==> src/rtl/mul_pipelined.sv <==
// mul_pipelined: 32x32 -> 64 pipelined integer multiplier, signed or unsigned per operand pair.
// Radix-4 Booth recoding, Wallace tree of 3:2 compressors, final carry-propagate add.
// A pair sampled at rising edge N appears on result just after edge N+2.
// Ports:
//   clk    - clock, rising edge
//   rst    - asynchronous active-high reset, clears every pipeline register
//   sign   - 1: x and y are two's complement; 0: both unsigned
//   x      - 32-bit multiplicand
//   y      - 32-bit multiplier
//   result - 64-bit product, registered
module mul_pipelined (
    input  logic        clk,
    input  logic        rst,
    input  logic        sign,
    input  logic [31:0] x,
    input  logic [31:0] y,
    output logic [63:0] result
);

    localparam int unsigned W    = 32;
    localparam int unsigned PW   = 64;
    localparam int unsigned NPP  = 17;
    localparam int unsigned NROW = NPP + 1;

    // 3:2 compressor: sum row and left-shifted carry row, modulo 2^64
    function automatic logic [PW-1:0] csa_sum(input logic [PW-1:0] a, input logic [PW-1:0] b,
                                              input logic [PW-1:0] c);
        return a ^ b ^ c;
    endfunction

    function automatic logic [PW-1:0] csa_carry(input logic [PW-1:0] a, input logic [PW-1:0] b,
                                                input logic [PW-1:0] c);
        return ((a & b) | (a & c) | (b & c)) << 1;
    endfunction

    logic [W-1:0]  x_q;
    logic [W-1:0]  y_q;
    logic          sign_q;
    logic [PW-1:0] sum_q;
    logic [PW-1:0] carry_q;

    logic [W:0]    xe;
    logic [W:0]    ye;
    logic [W+2:0]  yb;
    logic [PW-1:0] xs;
    logic [PW-1:0] x2;
    logic [PW-1:0] rows [NROW];
    logic [PW-1:0] corr;
    logic [PW-1:0] l1 [12];
    logic [PW-1:0] l2 [8];
    logic [PW-1:0] l3 [6];
    logic [PW-1:0] l4 [4];
    logic [PW-1:0] l5 [3];
    logic [PW-1:0] sum_c;
    logic [PW-1:0] carry_c;

    // Stage 0: operand sampling registers
    always_ff @(posedge clk or posedge rst) begin
        if (rst) begin
            x_q    <= '0;
            y_q    <= '0;
            sign_q <= 1'b0;
        end else begin
            x_q    <= x;
            y_q    <= y;
            sign_q <= sign;
        end
    end

    // Operand extension to 33 bits so unsigned values ride the signed Booth datapath
    always_comb begin
        xe = {sign_q & x_q[W-1], x_q};
        ye = {sign_q & y_q[W-1], y_q};
        xs = {{(PW-W-1){xe[W]}}, xe};
        x2 = xs << 1;
        // yb[k+1] = ye[k]; yb[0] is the implicit y[-1]; top bit repeats the sign
        yb = {ye[W], ye, 1'b0};
    end

    // Booth recoding: 17 partial products plus one row of negation +1 bits
    always_comb begin
        logic [2:0]    b;
        logic          one;
        logic          two;
        logic          neg;
        logic [PW-1:0] mag;
        logic [PW-1:0] t;
        corr = '0;
        b    = '0;
        one  = 1'b0;
        two  = 1'b0;
        neg  = 1'b0;
        mag  = '0;
        t    = '0;
        for (int i = 0; i < NROW; i++) begin
            rows[i] = '0;
        end
        for (int i = 0; i < NPP; i++) begin
            b   = yb[2*i +: 3];
            one = b[1] ^ b[0];
            two = (b[2] & ~b[1] & ~b[0]) | (~b[2] & b[1] & b[0]);
            // digit 111 is zero: leave neg clear so no stray +1 is injected
            neg = b[2] & ~(b[1] & b[0]);
            mag = ({PW{one}} & xs) | ({PW{two}} & x2);
            t   = mag ^ {PW{neg}};
            // shifting after inversion leaves zeros below 2i, so only +1 at bit 2i is needed
            rows[i]    = t << (2 * i);
            corr[2*i]  = neg;
        end
        rows[NROW-1] = corr;
    end

    // Wallace tree: 18 -> 12 -> 8 -> 6 -> 4 -> 3 -> 2 rows
    always_comb begin
        for (int g = 0; g < 6; g++) begin
            l1[2*g]   = csa_sum  (rows[3*g], rows[3*g+1], rows[3*g+2]);
            l1[2*g+1] = csa_carry(rows[3*g], rows[3*g+1], rows[3*g+2]);
        end
        for (int g = 0; g < 4; g++) begin
            l2[2*g]   = csa_sum  (l1[3*g], l1[3*g+1], l1[3*g+2]);
            l2[2*g+1] = csa_carry(l1[3*g], l1[3*g+1], l1[3*g+2]);
        end
        for (int g = 0; g < 2; g++) begin
            l3[2*g]   = csa_sum  (l2[3*g], l2[3*g+1], l2[3*g+2]);
            l3[2*g+1] = csa_carry(l2[3*g], l2[3*g+1], l2[3*g+2]);
        end
        l3[4] = l2[6];
        l3[5] = l2[7];
        for (int g = 0; g < 2; g++) begin
            l4[2*g]   = csa_sum  (l3[3*g], l3[3*g+1], l3[3*g+2]);
            l4[2*g+1] = csa_carry(l3[3*g], l3[3*g+1], l3[3*g+2]);
        end
        l5[0]   = csa_sum  (l4[0], l4[1], l4[2]);
        l5[1]   = csa_carry(l4[0], l4[1], l4[2]);
        l5[2]   = l4[3];
        sum_c   = csa_sum  (l5[0], l5[1], l5[2]);
        carry_c = csa_carry(l5[0], l5[1], l5[2]);
    end

    // Stage 1: carry-save vectors
    always_ff @(posedge clk or posedge rst) begin
        if (rst) begin
            sum_q   <= '0;
            carry_q <= '0;
        end else begin
            sum_q   <= sum_c;
            carry_q <= carry_c;
        end
    end

    // Stage 2: final carry-propagate add
    always_ff @(posedge clk or posedge rst) begin
        if (rst) begin
            result <= '0;
        end else begin
            result <= sum_q + carry_q;
        end
    end

endmodule

==> config.mk <==
export PLATFORM = sky130hd
export DESIGN_NAME = mul_pipelined
export DESIGN_NICKNAME = d
export VERILOG_FILES = /design/src/rtl/mul_pipelined.sv
export SDC_FILE = /design/constraint.sdc
export NUM_CORES = 2
export LEC_CHECK = 0
export CAP_MARGIN = 10
export CELL_PAD_IN_SITES_DETAIL_PLACEMENT = 1
export CELL_PAD_IN_SITES_GLOBAL_PLACEMENT = 1
export CORE_ASPECT_RATIO = 0.8
export CORE_MARGIN = 2
export CORE_UTILIZATION = 51
export DETAILED_ROUTE_END_ITERATION = 10
export HOLD_SLACK_MARGIN = 0.02
export PLACE_DENSITY = 0.8
export SLEW_MARGIN = 20
export SYNTH_ARGS = -nofsm -noshare
export SYNTH_HDL_FRONTEND = slang
export SYNTH_SLANG_ARGS = --single-unit
export TNS_END_PERCENT = 50
==> constraint.sdc <==
create_clock -name clk -period 10.2 [get_ports clk]
set_input_delay 2.04 -clock clk [delete_from_list [all_inputs] [get_ports clk]]
set_output_delay 2.04 -clock clk [all_outputs]
set_load 0.01 [all_outputs]
==> flow_summary.ini <==
[global_routing]
grt_pass1_wl_microns = 170100
grt_pass1_vias = 28970
antenna_found_initial = 0
grt_max_degree = 83
overflow = 0
grt_use_total_pct = 30.35

[worst_setup_path]
reg2reg_slack_ns = 3.68
endpoint_kind = flip-flop
crit_slowest_cell = xnor2_1
worstReg2RegStart = y_q[17]$_DFF_PP0_
crit_type = flip-flop to flip-flop
cp_common_cell = xnor2_1
startpoint = y_q[17]$_DFF_PP0_
cp_max_fo = 33
required_ns = 10.74
critPathBufInv = 1
crit_path_cell_trace = nand2_1, o21ai_4, o21ai_0, xnor2_1, xnor2_1, xnor2_1, fa_1, inv_1, ha_1, xnor2_1, fa_1, fa_1, xnor2_1, xnor2_1, xnor2_1, xnor2_1, xnor2_1
crit_arrival_ns = 7.06
worstSetupStartpointType = flip-flop
worstRegToRegCells = 17
path_delay_family = XOR/XNOR gates
slowest_delay_ns = 0.87
rr_endpoint = sum_q[63]$_DFF_PP0_

[yosys]
synth_fp_nets = 4386
ys_seq_area_share_pct = 17.72
synth_seq_cells = 252
async_reset_ff_share_pct = 100.0
synth_edf_count = 0
netlist_area_sq_mm = 0.03560
yosysWarnings = 0
synth.distinct_cells = 74
synthFlopType = dfrtp_1
avgSynthCellArea_sq_um = 9.893
synthCells = 3598

[die]
placementRows = 86
fp.dieW_microns = 299.4
core_area_sq_mm = 0.06897
io_pins = 131
initial_core_util_pct = 51.61
fp.dieH_microns = 240.3
dieArea_sq_mm = 0.07194

[sta]
hold_viol_final = 0
setup_viol = 0
fmax_ghz = 0.1533
drv_slew = 0
finalCritPeriodShare_pct = 63.97
finalClockSkew_ns = 0.01691
period_needed_ns = 6.525
max_slew_margin_pct = 22.20
rsz0062_at_grt = no
worstMarginPinSlew_ns = 1.163
setup_tns_ns = 0

[run]
cap_violations = 0

[clock_tree]
cts_sinks = 252
numCtsBuffers = 30
post_cts_buffers = 0
ctsLongestPathBuffers = 3
clk_transition_reported_paths_ns = 0.07
clock_tree.root_cell = clkbuf_16
cts_tree = built
htreeDepth = 1
insertion_delay_ns = 0.61
cts_resized = 0
cts_hold_buf = 0

[outcome]
status = complete, no violations

[finish]
area_growth_pct = 8.464
diodes = 0
drive_gt1_share_pct = 5.068
final_cells = 4456
fin_nets = 4296

[routing]
wirelength_microns = 107000
viasPerCell = 6.011
drt_iter0_drc = 2289
drtAntennaViolNets = 0
wl_per_cell_microns = 24.02
vias = 26790
dr.pass1.iters = 5
remaining_drc_errors = 0

[place]
place.gp.congestion = 0.8821
dp_hpwl_microns = 79900
dp_cells = 4399
numPortBuffers = 130

[hold_path]
min_from = sum_q[1]$_DFF_PP0_
hp-class = flip-flop to flip-flop
whs_path_depth = 0
hold-path-endpoint = result[1]$_DFF_PP0_
-- state kept, by name, summed over array words and instances (netlist names) --
name     count
result      64
sum_q       64
carry_q     59
x_q         32
y_q         32
sign_q       1
-- per-stage QoR --
| stage | instance area (sq um) | utilization (%) | hold slack (ns) | setup WS [ns] |
|---|---|---|---|---|
| global placement | 37520 | 54.39 | 0.3339 | 4.050 |
| CTS | 38580 | 55.94 | 0.3635 | 3.758 |
| global route | 38610 | 55.98 | 0.3668 | 3.238 |
| finish | 38610 | 55.98 | 0.3575 | 3.675 |
| detailed placement | 37520 | 54.39 | 0.3417 | 3.790 |
| floorplan | 35600 | - | 0.3312 | 1.232 |
-- cell usage after synthesis, drive strengths merged (7+ instances only) --
cell type	instances	share of area, %
inv	576	6.1
a22o	22	0.54
mux2i	22	0.62
xor2	219	5.4
xnor2	410	10
a22oi	465	9.8
nand2b	15	0.26
dfrtp	252	18
o21bai	12	0.25
buf	57	0.66
maj3	19	0.54
nor2b	25	0.44
a21boi	7	0.16
a31oi	10	0.24
ha	191	6.7
nor3	10	0.14
nand3	26	0.37
and2	42	0.75
a21oi	87	1.2
nor2	56	0.60
clkbuf	270	2.9
nand4	10	0.18
a211oi	11	0.23
o21ai	76	1.1
fa	530	30
a21o	36	0.77
o211ai	7	0.21
nand2	79	0.83
-- layout make-up --
cell class / count / area [sq um]
Inverter: 578 / 2177
Clock inverter: 15 / 193.9
Tap cell: 924 / 1156
Multi-Input combinational cell: 2441 / 26020
Sequential cell: 252 / 6307
Timing Repair Buffer: 205 / 1884
Fill cell: 7439 / 30360
Clock buffer: 41 / 872.1
-- kinds of logic after synthesis --
group	synth area share [%]
muxes	0.6186
DFF	17.72
and+or+nand+nor	4.067
adders and majority gates	37.06
xor gates and xnor gates	15.63
AOI/OAI and AO/OA	15.30
buffers and inverters	9.613
-- per-layer routing --
layer	track usage, %	vias to the layer above	part of all wire [%]
met4	6.379	0	2.0
met2	47.67	1275	46
met3	5.241	171	8.9
met1	44.23	13930	43
li1	-	11410	-
met5	0	-	0
-- worst max path at each step --
stage,endpoint,depth (start not counted)
final,sum_q[63]$_DFF_PP0_,17
after global routing,sum_q[63]$_DFF_PP0_,18
after CTS,sum_q[63]$_DFF_PP0_,18
after detailed placement,sum_q[63]$_DFF_PP0_,18
after global placement,sum_q[63]$_DFF_PP0_,18
after floorplan,carry_q[10]$_DFF_PP0_,1
-- layout by cell type, fill, tap and decap left out, types with 26 or more instances in the layout --
| cell | synthesis | routed |
|---|---|---|
| a21o_1 | 34 | 34 |
| fa_1 | 530 | 530 |
| inv_1 | 572 | 571 |
| ha_1 | 191 | 191 |
| clkdlybuf4s50_1 | 0 | 130 |
| and2_1 | 41 | 41 |
| buf_4 | 1 | 74 |
| nor2_1 | 55 | 55 |
| a21oi_1 | 85 | 85 |
| nand2_1 | 79 | 79 |
| xor2_1 | 219 | 219 |
| o21ai_0 | 55 | 55 |
| xnor2_1 | 409 | 409 |
| nand3_1 | 26 | 26 |
| clkbuf_16 | 0 | 30 |
| a22oi_1 | 465 | 465 |
| dfrtp_1 | 252 | 251 |
Power is not shown: default switching activity piles up to over one toggle a cycle in this logic, so the estimate is an artifact.
